### src/rtl/perif_bus_arbiter_pkg.sv
// Shared definitions for the peripheral bus arbiter: FSM state encoding,
// requester indices and the counter-width helper.
package perif_bus_arbiter_pkg;

    typedef enum logic [1:0] {
        ST_IDLE   = 2'b00,
        ST_SETUP  = 2'b01,
        ST_ACCESS = 2'b10,
        ST_DONE   = 2'b11
    } state_e;

    // Requester 0 is the CPU Mem_IO side, requester 1 is debug/DMA.
    localparam logic REQ_CPU = 1'b0;
    localparam logic REQ_DBG = 1'b1;

    // Number of bits needed to hold values 0..value-1 (minimum 1).
    function automatic int clogb2(input int value);
        int v;
        int bits;
        v    = value - 1;
        bits = 0;
        while (v > 0) begin
            bits = bits + 1;
            v    = v >> 1;
        end
        if (bits == 0) begin
            bits = 1;
        end
        return bits;
    endfunction

endpackage

### src/rtl/perif_bus_arbiter_rr_arbiter2.sv
// Two-way round-robin selector: on a tie the requester that was not
// granted last wins; a lone requester always wins.
module rr_arbiter2
    import perif_bus_arbiter_pkg::*;
(
    input  logic [1:0] i_req,
    input  logic       i_last,
    output logic       o_valid,
    output logic       o_grant
);

    // Combinational winner selection
    always_comb begin
        o_valid = |i_req;
        o_grant = REQ_CPU;
        case (i_req)
            2'b01:   o_grant = REQ_CPU;
            2'b10:   o_grant = REQ_DBG;
            2'b11:   o_grant = ~i_last;
            default: o_grant = REQ_CPU;
        endcase
    end

endmodule

### src/rtl/perif_bus_arbiter.sv
// Peripheral bus arbiter: grants one of two requesters round-robin and runs
// a fixed SETUP / ACCESS(WAIT_CYCLES) / DONE bus cycle for the winner.
// The tri-state buffer itself lives at the top level; this block only
// provides o_data_out and its enable.
module perif_bus_arbiter
    import perif_bus_arbiter_pkg::*;
#(
    parameter int DATA_WIDTH  = 16,
    parameter int ADDR_WIDTH  = 10,
    parameter int WAIT_CYCLES = 2
) (
    input  logic                  i_clk,
    input  logic                  i_rst,
    input  logic [1:0]            i_req,
    input  logic [ADDR_WIDTH-1:0] i_addr0,
    input  logic [ADDR_WIDTH-1:0] i_addr1,
    input  logic [1:0]            i_wr,
    input  logic [DATA_WIDTH-1:0] i_wdata0,
    input  logic [DATA_WIDTH-1:0] i_wdata1,
    output logic [1:0]            o_done,
    output logic [DATA_WIDTH-1:0] o_rdata,
    output logic [ADDR_WIDTH-1:0] o_addr_bus,
    output logic                  o_cs_perif,
    output logic                  o_w_r,
    output logic [DATA_WIDTH-1:0] o_data_out,
    output logic                  o_data_oe,
    input  logic [DATA_WIDTH-1:0] i_data_in
);

    if (WAIT_CYCLES < 1 || WAIT_CYCLES > 15) begin : g_bad_wait
        $error("perif_bus_arbiter: WAIT_CYCLES must be in 1..15");
    end

    localparam int CNT_W = clogb2(WAIT_CYCLES + 1);

    state_e                  state_q;
    state_e                  state_d;
    logic [CNT_W-1:0]        cnt_q;
    logic                    cnt_last;
    logic                    win_q;
    logic                    last_q;
    logic [ADDR_WIDTH-1:0]   addr_q;
    logic                    wr_q;
    logic [DATA_WIDTH-1:0]   wdata_q;
    logic [DATA_WIDTH-1:0]   rdata_q;
    logic                    arb_valid;
    logic                    arb_win;

    rr_arbiter2 u_rr (
        .i_req   (i_req),
        .i_last  (last_q),
        .o_valid (arb_valid),
        .o_grant (arb_win)
    );

    // The counter loads the full wait count and stops at one, so "one" marks
    // the final ACCESS cycle for every legal WAIT_CYCLES.
    assign cnt_last = (cnt_q == CNT_W'(1));

    // State register
    always_ff @(posedge i_clk or negedge i_rst) begin
        if (!i_rst) begin
            state_q <= ST_IDLE;
        end else begin
            state_q <= state_d;
        end
    end

    // Next-state logic
    always_comb begin
        state_d = state_q;
        case (state_q)
            ST_IDLE:   if (arb_valid) state_d = ST_SETUP;
            ST_SETUP:  state_d = ST_ACCESS;
            ST_ACCESS: if (cnt_last) state_d = ST_DONE;
            ST_DONE:   state_d = ST_IDLE;
            default:   state_d = ST_IDLE;
        endcase
    end

    // Latch the winner's command on leaving IDLE so later input changes are ignored
    always_ff @(posedge i_clk or negedge i_rst) begin
        if (!i_rst) begin
            win_q   <= REQ_CPU;
            addr_q  <= '0;
            wr_q    <= 1'b0;
            wdata_q <= '0;
        end else if (state_q == ST_IDLE && arb_valid) begin
            win_q   <= arb_win;
            addr_q  <= arb_win ? i_addr1 : i_addr0;
            wr_q    <= i_wr[arb_win];
            wdata_q <= arb_win ? i_wdata1 : i_wdata0;
        end
    end

    // ACCESS cycle counter: loads in SETUP, counts down without wrapping
    always_ff @(posedge i_clk or negedge i_rst) begin
        if (!i_rst) begin
            cnt_q <= '0;
        end else if (state_q == ST_SETUP) begin
            cnt_q <= CNT_W'(WAIT_CYCLES);
        end else if (state_q == ST_ACCESS && !cnt_last) begin
            cnt_q <= cnt_q - CNT_W'(1);
        end
    end

    // Read data capture on the last ACCESS cycle; held until the next read
    always_ff @(posedge i_clk or negedge i_rst) begin
        if (!i_rst) begin
            rdata_q <= '0;
        end else if (state_q == ST_ACCESS && cnt_last && !wr_q) begin
            rdata_q <= i_data_in;
        end
    end

    // Last-granted pointer, updated when a transaction completes
    always_ff @(posedge i_clk or negedge i_rst) begin
        if (!i_rst) begin
            last_q <= REQ_DBG;
        end else if (state_q == ST_DONE) begin
            last_q <= win_q;
        end
    end

    // Bus and completion outputs decoded from the current state
    always_comb begin
        o_cs_perif = 1'b0;
        o_w_r      = 1'b0;
        o_data_oe  = 1'b0;
        o_data_out = '0;
        o_done     = 2'b00;
        case (state_q)
            ST_SETUP, ST_ACCESS: begin
                o_cs_perif = 1'b1;
                o_w_r      = wr_q;
                o_data_oe  = wr_q;
                o_data_out = wr_q ? wdata_q : '0;
            end
            ST_DONE: begin
                o_done[win_q] = 1'b1;
            end
            default: ;
        endcase
    end

    assign o_addr_bus = addr_q;
    assign o_rdata    = rdata_q;

endmodule

### config.mk
export PLATFORM = sky130hd
export DESIGN_NAME = perif_bus_arbiter
export DESIGN_NICKNAME = d
export VERILOG_FILES = /design/src/rtl/perif_bus_arbiter_pkg.sv /design/src/rtl/perif_bus_arbiter_rr_arbiter2.sv /design/src/rtl/perif_bus_arbiter.sv
export SDC_FILE = /design/constraint.sdc
export NUM_CORES = 1
export LEC_CHECK = 0
export CORE_MARGIN = 1.5
export CORE_UTILIZATION = 43
export DETAILED_ROUTE_END_ITERATION = 8
export PLACE_DENSITY_LB_ADDON = 0.12
export SYNTH_ARGS = -nofsm -noshare
export SYNTH_HDL_FRONTEND = slang
export SYNTH_SLANG_ARGS = --single-unit
### constraint.sdc
create_clock -name i_clk -period 3.3 [get_ports i_clk]
set_clock_uncertainty 0.2 [all_clocks]
set_input_delay 0.495 -clock i_clk [delete_from_list [all_inputs] [get_ports i_clk]]
set_output_delay 0.495 -clock i_clk [all_outputs]
set_load 0.01 [all_outputs]
==> results.yml, run 1 <==
routing:
  firstDrtPassIters: 4
  ant_nets: 0
  drc: 0
  route.vias.total: 2109
  wire_per_inst_um: 14.7
  drt-initial-drc-count: 67
  wl_um: 6180
  viasPerCell: 5.03
timing:
  rsz0062_at_grt: "no"
  fin_tns_setup_ps: 0
  setup_viol: 0
  tightestPinTransition_ps: 808
  setup_ws_ps: 395
  timing.hold.ws_ps: 308
  finalHoldViolations: 0
  period_minus_slack_ps: 2910
  max_freq_mhz: 344
  finalMaxSlewViolations: 0
  max_slew_margin: 0.460
  period_share: 0.880
die:
  die_y_um: 76.7
  num_io_pins: 121
  core_area_um2: 5170
  num_rows: 26
  fp.dieArea_um2: 5880
  die_w_um: 76.7
  initial_core_util: 0.452
status:
  status: "completed"
global_route:
  grt_pass1_wl_um: 10200
  top_usage_layer: "met2"
  met1_usage: 0.261
  grt_max_degree: 36
  grt_antenna_before_repair: 0
  met3_usage: 0.0393
  grt_use_met2: 0.390
  grt-ovfl-total: 0
  first_global_vias: 2165
  grt_use_total: 0.217
clock_tree:
  cts.path.max_buffers: 2
  cts_resized: 0
  cts_hold_buf: 1
  cts_buffers: 5
  clkTransAtPathRegs_ps: 80
  cts-root-buf: "clkbuf_8"
  cts_tree: "done"
  clock-sinks: 49
  h-tree-depth: 2
  post-cts-setup-buffer-count: 0
  clk_latency_ps: 290
cells_and_area:
  multi_input_area_um2: 997
  layout-drive-gt1-share: 0.0974
  layout_commonest_cell: "clkdlybuf4s50_1"
  final-seq-area_um2: 1230
  n_antenna_cell: 0
  syn_to_final_growth_pct: 57.0
  nets: 428
  mostFrequentLayoutCells: "clkdlybuf4s50_1 (119), a21oi_1 (54), dfrtp_1 (48)"
  nFillCells: 406
synthesis:
  synth-seq-cells: 49
  yosysUniqueCellTypes: 26
  seq_area_frac_synth: 0.525
  avgSynthCellArea_um2: 10.1
  synth_top_area_share: 0.514
  synth.area.top_cells: "dfrtp_1 (51%), a21oi_1 (12%), mux2_2 (8.7%)"
  syn_area_um2: 2340
  yosysWarnings: 0
  syn-num-nets: 311
  yosys.area.top_type: "dfrtp_1"
  synthCells: 231
setup_path:
  r2r_end: "wdata_q[9]"
  critPathKind: "flip-flop to primary output"
  r2r_slack_ps: 1370
  critPathArrivalTime_ps: 2210
  endpoint_kind: "primary output"
  rr_worst_depth: 6
  cp.required_ps: 2600
  critPathMaxFanout: 19
  critical_path.startpoint_type: "flip-flop"
  timing.rr.start: "state_q[0]"
place:
  gp_congestion: 0.737
  port_buffers: 120
  dpl.hpwl_um: 4330
  post-place-ws_ps: 723
worst_hold_path:
  holdPathStages: 1
  holdCritStartpoint: "o_rdata[1]"
  hold_path.class: "flip-flop to flip-flop"
  min_to: "o_rdata[1]"
flow_run:
  cap_viol_max_count: 0
power_and_ir_drop:
  finalPower_w: 0.00339
  p_leak_nw: 1.61
  ir_worst_vdd_mv: 0.478
  p_per_area_nw_per_um2: 924
## layout make-up
type | count | area share
Multi-Input combinational cell | 165 | 0.272
Inverter | 3 | 0.00307
Clock buffer | 7 | 0.0235
Clock inverter | 1 | 0.00819
Tap cell | 70 | 0.0239
Timing Repair Buffer | 124 | 0.335
Sequential cell | 49 | 0.335
## Yosys cell counts, drive strengths merged
master and count:
a21oi 54, dfrtp 48, nor2 30, nand2 27, mux2 18, and3 16
buf 12, ha 6, inv 3, and2 2, clkbuf 2, a211o 1
a21bo 1, a21boi 1, a22o 1, and2b 1, dfstp 1, nand3b 1
nor2b 1, nor3b 1, o21a 1, o21ai 1, o32a 1, xnor2 1
## flip-flops by register name, summed over array words and instances, names as in the netlist
| register | count |
|---|---|
| o_rdata | 16 |
| wr_q | 1 |
| win_q | 1 |
| o_addr_bus | 10 |
| last_q | 1 |
| state_q | 2 |
| cnt_q | 2 |
| wdata_q | 16 |
## logic make-up after synthesis
group | count (synthesis) | synth area share
XOR/XNOR | 1 | 0.00375
adder cells (fa/ha/maj) | 6 | 0.0321
AO/OA/AOI/OAI | 61 | 0.147
flip-flops | 49 | 0.525
AND/OR/NAND/NOR | 79 | 0.157
buffers and inverters | 17 | 0.0477
multiplexers | 18 | 0.0868
## critical path, stage by stage, from the launching register on
cell and delay (ps):
dfrtp_1 400, inv_1 90, ha_1 610, and3_1 260, clkdlybuf4s50_1 550
## power breakdown
part           switching (W)  leakage [nW]  internal [W]
Clock               0.000190        0.0585      0.000247
Sequential          0.000197         0.556      0.000913
Combinational       0.000802         0.993       0.00104
## routing by layer
| layer | vias up | part of all wire |
|---|---|---|
| li1 | 1019 | - |
| met1 | 1012 | 0.41 |
| met2 | 73 | 0.52 |
| met3 | 5 | 0.055 |
| met4 | 0 | 0.0092 |
| met5 | - | 0 |
## per-stage QoR
step | instances | utilization | cell area [um^2]
after detailed placement | 410 | 0.685 | 3540
after global routing | 419 | 0.709 | 3670
after floorplan | 231 | - | 2340
after global placement | 410 | 0.685 | 3540
after CTS | 419 | 0.709 | 3670
final | 419 | 0.709 | 3670
## how the worst max path moves through the flow
stage,slack (ps),from,depth (start not counted),end
6_report,390,state_q[0],4,o_data_out[12]
5_1_grt,230,state_q[0],4,o_data_out[12]
4_1_cts,390,state_q[0],4,o_data_out[12]
3_5_place_dp,720,state_q[0],4,o_data_out[14]
3_3_place_gp,800,state_q[0],4,o_data_out[14]
2_1_floorplan,1190,state_q[0],5,o_w_r
No activity file was read; power rests on OpenSTA's default activity.
==> run 2: changes to the inputs <==
PLACE_DENSITY = 0.86   (was not set)
PLACE_DENSITY_LB_ADDON = not set   (was 0.12)
==> results.yml, run 2 (synthesis results as in run 1) <==
clock_tree:
  clock-sinks: 49
  post-cts-setup-buffer-count: 0
  clkTransAtPathRegs_ps: 90
  cts_tree: "done"
  cts.path.max_buffers: 2
  cts-root-buf: "clkbuf_8"
  h-tree-depth: 2
  cts_resized: 0
  clk_latency_ps: 290
  cts_buffers: 5
  cts_hold_buf: 0
die:
  die_w_um: 76.7
  initial_core_util: 0.452
  die_y_um: 76.7
  num_io_pins: 121
  core_area_um2: 5170
  num_rows: 26
  fp.dieArea_um2: 5880
power_and_ir_drop:
  ir_worst_vdd_mv: 0.647
  finalPower_w: 0.00333
  pwr-share-clk: 0.108
  p_leak_nw: 1.59
  netSwitchingPower_w: 0.00119
  power_frac_seq: 0.332
  p_per_area_nw_per_um2: 915
  p_int_w: 0.00213
  combPwrFrac: 0.560
  p_sw_frac: 0.359
cells_and_area:
  nFillCells: 393
  layout-drive-gt1-share: 0.0948
  n_antenna_cell: 0
  final-seq-area_um2: 1230
  nets: 427
  mostFrequentLayoutCells: "clkdlybuf4s50_1 (119), a21oi_1 (54), dfrtp_1 (48)"
  syn_to_final_growth_pct: 55.5
  layout_commonest_cell: "clkdlybuf4s50_1"
  fin_cells: 418
  final_util: 0.702
  multi_input_area_um2: 997
setup_path:
  critPathKind: "flip-flop to primary output"
  critPathMaxFanout: 19
  critical_path.startpoint_type: "flip-flop"
  cp.required_ps: 2600
  critPathArrivalTime_ps: 2230
  endpoint_kind: "primary output"
routing:
  route.vias.total: 2124
  firstDrtPassIters: 4
  drt-initial-drc-count: 149
  wl_um: 6380
  drc: 0
  wire_per_inst_um: 15.3
  viasPerCell: 5.08
  ant_nets: 0
place:
  port_buffers: 120
  dpl.hpwl_um: 4580
  placed_cells: 410
  post-place-ws_ps: 692
  gp_congestion: 0.785
status:
  status: "completed"
timing:
  setup_ws_ps: 375
  tightestPinTransition_ps: 1080
  period_share: 0.886
  rsz0062_at_grt: "no"
  period_minus_slack_ps: 2920
  max_freq_mhz: 342
  setup_viol: 0
  finalMaxSlewViolations: 0
  fin_tns_setup_ps: 0
  max_slew_margin: 0.282
  finalHoldViolations: 0
worst_hold_path:
  hold_path.class: "input pin to asynchronous set/reset pin"
global_route:
  grt_use_total: 0.224
  grt_max_degree: 50
  first_global_vias: 2203
  grt_pass1_wl_um: 10400
  grt_antenna_before_repair: 0
  grt-ovfl-total: 0
flow_run:
  cap_viol_max_count: 0
==> run 2: cell count changes in the layout (fill, tap and decap cells not counted) <==
cell / previous run / this run
bufinv_16: 1 / 0
clkbuf_1: 1 / 2
dlygate4sd3_1: 1 / 0
==> run 2: final timing paths <==
path                            start              to  slack, ps  depth (start not counted)
max                        state_q[0]  o_data_out[11]        380                          4
min in group i_clk         o_rdata[7]      o_rdata[7]        310                          1
min                             i_rst     o_rdata[10]        190                          1
max in group asynchronous       i_rst     wdata_q[13]       2050                          1
max reg2reg                state_q[0]            wr_q       1320                          6
min reg2reg                o_rdata[7]      o_rdata[7]        310                          1
==> run 2: power by group through the flow <==
stage	clock [W]	sequential (W)	combinational [W]
3_3_place_gp	0	0.00110	0.00181
3_5_place_dp	0	0.00111	0.00188
4_1_cts	0.000370	0.00110	0.00189
5_1_grt	0.000398	0.00114	0.00203
6_report	0.000360	0.00110	0.00186
2_1_floorplan	0	0.00114	0.000905
==> run 2: critical path, cell delays in order (launching register included) <==
cell and delay (ps):
dfrtp_1 410, inv_1 100, ha_1 630, and3_1 250
clkdlybuf4s50_1 540
==> run 2: area by class of cell <==
type / count / area share
Sequential cell: 49 / 0.338
Inverter: 3 / 0.00310
Timing Repair Buffer: 123 / 0.336
Multi-Input combinational cell: 165 / 0.275
Tap cell: 70 / 0.0241
Clock buffer: 8 / 0.0248
==> run 2: metrics by stage <==
step	hold slack, ps	cell area (um^2)
after floorplan	-0.591	2340
after global placement	286	3540
after detailed placement	292	3540
after CTS	234	3630
after global routing	278	3630
final	194	3630
==> run 2: metal layers <==
metal | track usage | wire [um] | vias up | part of all wire
li1 | - | - | 1015 | -
met1 | 0.271 | 2660 | 1018 | 0.42
met2 | 0.380 | 3210 | 79 | 0.50
met3 | 0.0583 | 333 | 12 | 0.052
met4 | 0.0889 | 175 | 0 | 0.027
met5 | 0 | 0 | - | 0
